## config.mk

```make
export PLATFORM = sky130hd
export DESIGN_NAME = vga_tile_renderer
export DESIGN_NICKNAME = d
export VERILOG_FILES = /design/src/rtl/vga_tile_renderer.sv
export SDC_FILE = /design/constraint.sdc
export NUM_CORES = 1
export LEC_CHECK = 0
export ABC_AREA = 1
export BUFFER_PORTS_ARGS = -buffer_cell sky130_fd_sc_hd__buf_4
export CAP_MARGIN = 0
export CORE_AREA = 2 2 101 103
export DETAILED_ROUTE_END_ITERATION = 10
export DIE_AREA = 0 0 103 105
export GPL_TIMING_DRIVEN = 0
export SYNTH_ARGS = -nofsm -noshare
export SYNTH_HDL_FRONTEND = slang
export SYNTH_SLANG_ARGS = --single-unit
```

## constraint.sdc

```tcl
create_clock -name clk -period 3.11 [get_ports clk]
set_clock_uncertainty 0.1 [all_clocks]
set_input_delay 0.1555 -clock clk [delete_from_list [all_inputs] [get_ports clk]]
set_output_delay 0.1555 -clock clk [all_outputs]
set_load 0.02 [all_outputs]
```

## src/rtl/vga_tile_renderer.sv

```systemverilog
// vga_tile_renderer: VGA scan-out for the 4x4 cell bank. Stage 0 holds the
// pixel counters and their decode, stage 1 drives the bank address and
// registers the decode, and stage 2 registers sync, data-enable and colour.
module vga_tile_renderer #(
    parameter int          BIT_ADDR  = 4,
    parameter int          BIT_DATO  = 3,
    parameter int          TILE_LOG2 = 6,
    parameter int          GRID_X0   = 192,
    parameter int          GRID_Y0   = 112,
    parameter int          H_ACTIVE  = 640,
    parameter int          H_FP      = 16,
    parameter int          H_SYNC    = 96,
    parameter int          H_BP      = 48,
    parameter int          V_ACTIVE  = 480,
    parameter int          V_FP      = 10,
    parameter int          V_SYNC    = 2,
    parameter int          V_BP      = 33,
    parameter logic [11:0] BG_COLOR  = 12'h444
) (
    input  logic                clk,
    input  logic                rst,
    input  logic                pix_en,
    input  logic [BIT_ADDR-1:0] cursor_addr,
    output logic [BIT_ADDR-1:0] addrR,
    input  logic [BIT_DATO-1:0] datOutR,
    output logic                hsync,
    output logic                vsync,
    output logic                de,
    output logic [11:0]         rgb,
    output logic                frame_start
);

    localparam int HALF    = BIT_ADDR / 2;
    localparam int LOC_W   = TILE_LOG2 + HALF;
    localparam int GRID_PX = 1 << LOC_W;

    localparam logic [9:0] H_LAST  = 10'(H_ACTIVE + H_FP + H_SYNC + H_BP - 1);
    localparam logic [9:0] V_LAST  = 10'(V_ACTIVE + V_FP + V_SYNC + V_BP - 1);
    localparam logic [9:0] H_ACT   = 10'(H_ACTIVE);
    localparam logic [9:0] V_ACT   = 10'(V_ACTIVE);
    localparam logic [9:0] HS_BEG  = 10'(H_ACTIVE + H_FP);
    localparam logic [9:0] HS_END  = 10'(H_ACTIVE + H_FP + H_SYNC);
    localparam logic [9:0] VS_BEG  = 10'(V_ACTIVE + V_FP);
    localparam logic [9:0] VS_END  = 10'(V_ACTIVE + V_FP + V_SYNC);
    localparam logic [9:0] GX_BEG  = 10'(GRID_X0);
    localparam logic [9:0] GX_END  = 10'(GRID_X0 + GRID_PX);
    localparam logic [9:0] GY_BEG  = 10'(GRID_Y0);
    localparam logic [9:0] GY_END  = 10'(GRID_Y0 + GRID_PX);

    localparam logic [TILE_LOG2-1:0] EDGE_LO = TILE_LOG2'(2);
    localparam logic [TILE_LOG2-1:0] EDGE_HI = TILE_LOG2'((1 << TILE_LOG2) - 3);

    // Stage 0 state and decode
    logic [9:0]          hcount, vcount;
    logic [LOC_W-1:0]    x_loc, y_loc;
    logic [HALF-1:0]     col, row;
    logic [TILE_LOG2-1:0] lx, ly;
    logic [BIT_ADDR-1:0] tile_addr;
    logic                in_grid, border, active, hsync_n, vsync_n;
    logic                last_pixel;

    // Stage 1 registers
    logic                s1_in_grid, s1_border, s1_active, s1_hsync_n, s1_vsync_n;

    // Stage 2 colour selection
    logic [11:0]         lut_color, rgb_next;

    // Pixel counters: hcount sweeps a line, vcount advances on each line wrap
    always_ff @(posedge clk or negedge rst) begin
        if (!rst) begin
            hcount <= '0;
            vcount <= '0;
        end else if (pix_en) begin
            if (hcount == H_LAST) begin
                hcount <= '0;
                if (vcount == V_LAST)
                    vcount <= '0;
                else
                    vcount <= vcount + 10'd1;
            end else begin
                hcount <= hcount + 10'd1;
            end
        end
    end

    // Stage 0 decode: grid membership, tile coordinates, cursor frame, sync
    always_comb begin
        x_loc      = LOC_W'(hcount - GX_BEG);
        y_loc      = LOC_W'(vcount - GY_BEG);
        in_grid    = (hcount >= GX_BEG) && (hcount < GX_END) &&
                     (vcount >= GY_BEG) && (vcount < GY_END);
        col        = x_loc[TILE_LOG2 +: HALF];
        row        = y_loc[TILE_LOG2 +: HALF];
        lx         = x_loc[TILE_LOG2-1:0];
        ly         = y_loc[TILE_LOG2-1:0];
        tile_addr  = {row, col};
        border     = in_grid &&
                     ((lx < EDGE_LO) || (lx > EDGE_HI) || (ly < EDGE_LO) || (ly > EDGE_HI)) &&
                     (tile_addr == cursor_addr);
        active     = (hcount < H_ACT) && (vcount < V_ACT);
        hsync_n    = !((hcount >= HS_BEG) && (hcount < HS_END));
        vsync_n    = !((vcount >= VS_BEG) && (vcount < VS_END));
        last_pixel = (hcount == H_LAST) && (vcount == V_LAST);
    end

    // Frame start pulse: one clk after the tick that wraps the counters to (0,0)
    always_ff @(posedge clk or negedge rst) begin
        if (!rst)
            frame_start <= 1'b0;
        else
            frame_start <= pix_en && last_pixel;
    end

    // Stage 1: bank address (held outside the grid) and registered decode
    always_ff @(posedge clk or negedge rst) begin
        if (!rst) begin
            addrR      <= '0;
            s1_in_grid <= 1'b0;
            s1_border  <= 1'b0;
            s1_active  <= 1'b0;
            s1_hsync_n <= 1'b1;
            s1_vsync_n <= 1'b1;
        end else if (pix_en) begin
            if (in_grid)
                addrR <= tile_addr;
            s1_in_grid <= in_grid;
            s1_border  <= border;
            s1_active  <= active;
            s1_hsync_n <= hsync_n;
            s1_vsync_n <= vsync_n;
        end
    end

    // Cell value to RGB444, then priority: blanking, cursor frame, cell, background
    always_comb begin
        case (datOutR)
            3'd0:    lut_color = 12'h000;
            3'd1:    lut_color = 12'hF00;
            3'd2:    lut_color = 12'h0F0;
            3'd3:    lut_color = 12'h00F;
            3'd4:    lut_color = 12'hFF0;
            3'd5:    lut_color = 12'h0FF;
            3'd6:    lut_color = 12'hF0F;
            default: lut_color = 12'hFFF;
        endcase
        if (!s1_active)
            rgb_next = 12'h000;
        else if (s1_border)
            rgb_next = 12'hFFF;
        else if (s1_in_grid)
            rgb_next = lut_color;
        else
            rgb_next = BG_COLOR;
    end

    // Stage 2: aligned output registers
    always_ff @(posedge clk or negedge rst) begin
        if (!rst) begin
            hsync <= 1'b1;
            vsync <= 1'b1;
            de    <= 1'b0;
            rgb   <= '0;
        end else if (pix_en) begin
            hsync <= s1_hsync_n;
            vsync <= s1_vsync_n;
            de    <= s1_active;
            rgb   <= rgb_next;
        end
    end

endmodule

```

==> metrics.md <==
| Metric | Value |
|---|---|
| Vias per inst | `4.25` |
| Overflow after GRT | `0` |
| CTS tree | `done` |
| Mapped Nets | `348` |
| Worst Setup SP | `hcount[6]` |
| Core area | `0.00964 mm^2` |
| Antenna Cells | `0` |
| Finished Cell Area | `0.00290 mm^2` |
| HP Start | `pix_en` |
| H-tree depth | `2` |
| Relative slew slack | `0.659` |
| Pin count of the biggest net entering global routing | `40` |
| Synth cell types | `29` |
| Status | `complete, no violations` |
| R2R Path End | `vcount[1]` |
| PnR worst setup slack | `1.32 ns` |
| TritonRoute pass-1 iters | `4` |
| Final-stage net count | `384` |
| Initial antenna violation count | `0` |
| All-Layer GR Usage | `0.107` |
| Worst IR Drop VDD | `0.225 mV` |
| Synth top area cells | `dfrtp_1, nand2_1, inv_1, ha_1, nor2_1` |
| Sink Count | `39` |
| I/O pin count | `30` |
| Slew @ Worst Pin | `0.512 ns` |
| # DRC | `0` |
| Final min period | `1.79 ns` |
| Clock Path Buffers | `2` |
| Internal reg-to-reg setup slack | `1.32 ns` |
| Worst hold slack | `0.0959 ns` |
| PwrDens | `583 mW/mm^2` |
| Post-synthesis sequential area ratio | `0.409` |
| Final GP Congestion | `0.815` |
| Synth-to-Final Area Change | `20.8%` |
| Post-Route WL | `5370 um` |
| Die W | `103 um` |
| Total number of vias | `2110` |
| Initial drt markers | `135` |
| Post-place instance area | `0.00278 mm^2` |
| Number of synthesis warnings | `0` |
| Crit share post-route | `0.577` |
| Setup repair bufs after CTS | `0` |
| Area share of the largest cell type after synthesis | `0.365` |
| Count of final setup violators | `0` |
| Tightest Hold Check Type | `primary input to register` |
| Cell with the most instances after synthesis | `nand2_1` |
| CTS buffer count | `5` |
| Met2 wire len | `2430 um` |
| Met3 routed WL | `263 um` |
| Cell taking the most area after synthesis | `dfrtp_1` |
| RSZ-0062 raised after global routing | `false` |
| Max Fanout on Critical Path | `10` |
| Worst Path Required | `3.22 ns` |
| Final Hold Viols | `0` |
| CP Buf/Inv Count | `3` |
| Pleak | `1.51 nW` |
| Final total negative setup slack | `0 ns` |
| FF-to-FF Start | `hcount[6]` |
| Worst skew pair latency | `0.30 ns` |
| CTS clk-pin slew, worst paths | `0.08 ns` |
| Fin. max-slew vios | `0` |
| Die height | `105 um` |
| Mapped Cells | `326` |
| Critical path depth | `9` |
| Flip-flop and latch count after synthesis | `39` |
| Register-to-Register Path Depth | `9` |
| Synth Area per Inst | `7.36 um^2` |
| Max-Cap Viols | `0` |
| Delay of the slowest cell on the worst path | `0.47 ns` |
| DP HPWL | `3990 um` |
| FFs w/ async S/R, synth | `1.00` |
| Crit path DAT | `1.91 ns` |
| End point of the critical path | `vcount[1]` |
| First-pass GRT wire length | `9340 um` |
| Share of layout cells above drive strength 1 | `0.160` |
| Uppermost layer routed | `met4` |
| Die area | `0.0108 mm^2` |
| Metal-1 WL | `2630 um` |
| Post-route ant nets | `0` |
| Number of synthesized flops with an enable pin | `0` |
| Setup crit end kind | `register` |
| Maximum clock frequency | `557 MHz` |
| Mapped Area | `0.00240 mm^2` |
| Post-synthesis xor/xnor area fraction | `0.0329` |
| Vias in the first global route | `2084` |
| Top post-synthesis cells by count | `nand2_1, inv_1, dfrtp_1, nor2_1, nand3_1` |
| CTS root buf | `clkbuf_8` |
| Placement row count | `36` |
| Top_reg_cell synth | `dfrtp_1` |
| PortBufs | `28` |
| Design Power | `1.69 mW` |
| Synth Area in Compound Gates | `0.0694` |
| Post-Synth Adder-Cell Area | `0.0626` |
| CP delay by family, top | `flip-flops` |
| Crit Path Category | `register to register` |
| Initial Util | `0.249` |
| Largest family of logic cells by synthesized area | `simple AND/OR/NAND/NOR gates` |
| Pre-CTS setup slack | `1.30 ns` |
| Slowest cell on the critical path | `dfrtp_1` |
| Worst-path cell chain | `inv_1 -> ha_1 -> nand3_1 -> inv_1 -> nand3_4 -> nor2_4 -> buf_6 -> nand3_1 -> o21ai_0` |
| Startpoint class of the critical path | `register` |
| Mux cell area share after synthesis | `0` |
| Simple-Gate Fraction of Synth Area | `0.326` |
| Drt wl/cell | `10.8 um` |
[sequential cells by signal, summed over array words and instances (netlist names)]
register,flops
hcount,10
vcount,10
rgb,6
addrR,4
de,1
frame_start,1
hsync,1
s1_active,1
s1_border,1
s1_hsync_n,1
s1_in_grid,1
s1_vsync_n,1
vsync,1
[final cells by class]
| cell class | count | area [um^2] |
|---|---|---|
| Buffer | 12 | 83.8 |
| Clock buffer | 5 | 68.8 |
| Tap cell | 133 | 166 |
| Timing Repair Buffer | 29 | 220 |
| Multi-Input combinational cell | 233 | 1180 |
| Fill cell | 1079 | 6740 |
| Inverter | 42 | 158 |
| Clock inverter | 3 | 43.8 |
| Sequential cell | 39 | 981 |
[worst min path at each step]
stage	to	slack, ns	cells past startpoint
after floorplan	addrR[0]	-0.24	0
after global placement	frame_start	0.07	1
after detailed placement	frame_start	0.08	1
after CTS	hcount[2]	0.09	3
after global routing	hcount[2]	0.13	3
final	hcount[2]	0.1	3
[placed cells by master (no fill, tap or decap), drive strengths merged, types with 5 or more instances in the layout]
cell type,Yosys,routed
a21oi,5,5
buf,9,37
clkbuf,3,8
dfrtp,35,35
ha,12,12
inv,42,42
nand2,98,98
nand3,28,28
nor2,38,38
nor3,8,8
o21ai,25,25
xor2,7,7
[metrics by stage]
| step | utilization | cells |
|---|---|---|
| 6_report | 0.301 | 496 |
| 5_1_grt | 0.301 | 496 |
| 4_1_cts | 0.301 | 496 |
| 3_5_place_dp | 0.288 | 487 |
| 3_3_place_gp | 0.288 | 487 |
| 2_1_floorplan | - | 326 |
[cell families after synthesis]
group                      after synthesis
xor gates and xnor gates                 9
AOI/OAI and AO/OA                       32
and+or+nand+nor                        180
DFF                                     39
buffers and inverters                   54
adders and majority gates               12
[report_power, final]
| part | total [mW] | internal (mW) | switching, mW | leakage, nW |
|---|---|---|---|---|
| Clock | 0.429 | 0.239 | 0.190 | 0.0581 |
| Combinational | 0.542 | 0.212 | 0.330 | 0.985 |
| Sequential | 0.719 | 0.608 | 0.111 | 0.472 |
| Total | 1.69 | 1.06 | 0.632 | 1.51 |
[worst min-delay path: cells and delay by family]
kind / cells / cell delay [ns]
AND/OR/NAND/NOR: 1 / 0.08
XOR/XNOR: 1 / 0.06
buffers and inverters: 1 / 0.15
[repair_timing]
| action | in CTS | in global routing |
|---|---|---|
| gates resized for setup | 0 | 0 |
| hold buffers | 1 | 0 |
| hold endpoints to repair | 35 | 0 |
[layer usage]
metal  vias up  GRT usage
met5         -          0
met4         0     0.0254
met3         5     0.0294
met2        39      0.173
met1       975      0.140
li1       1091          -
No activity file was read; power rests on OpenSTA's default activity.
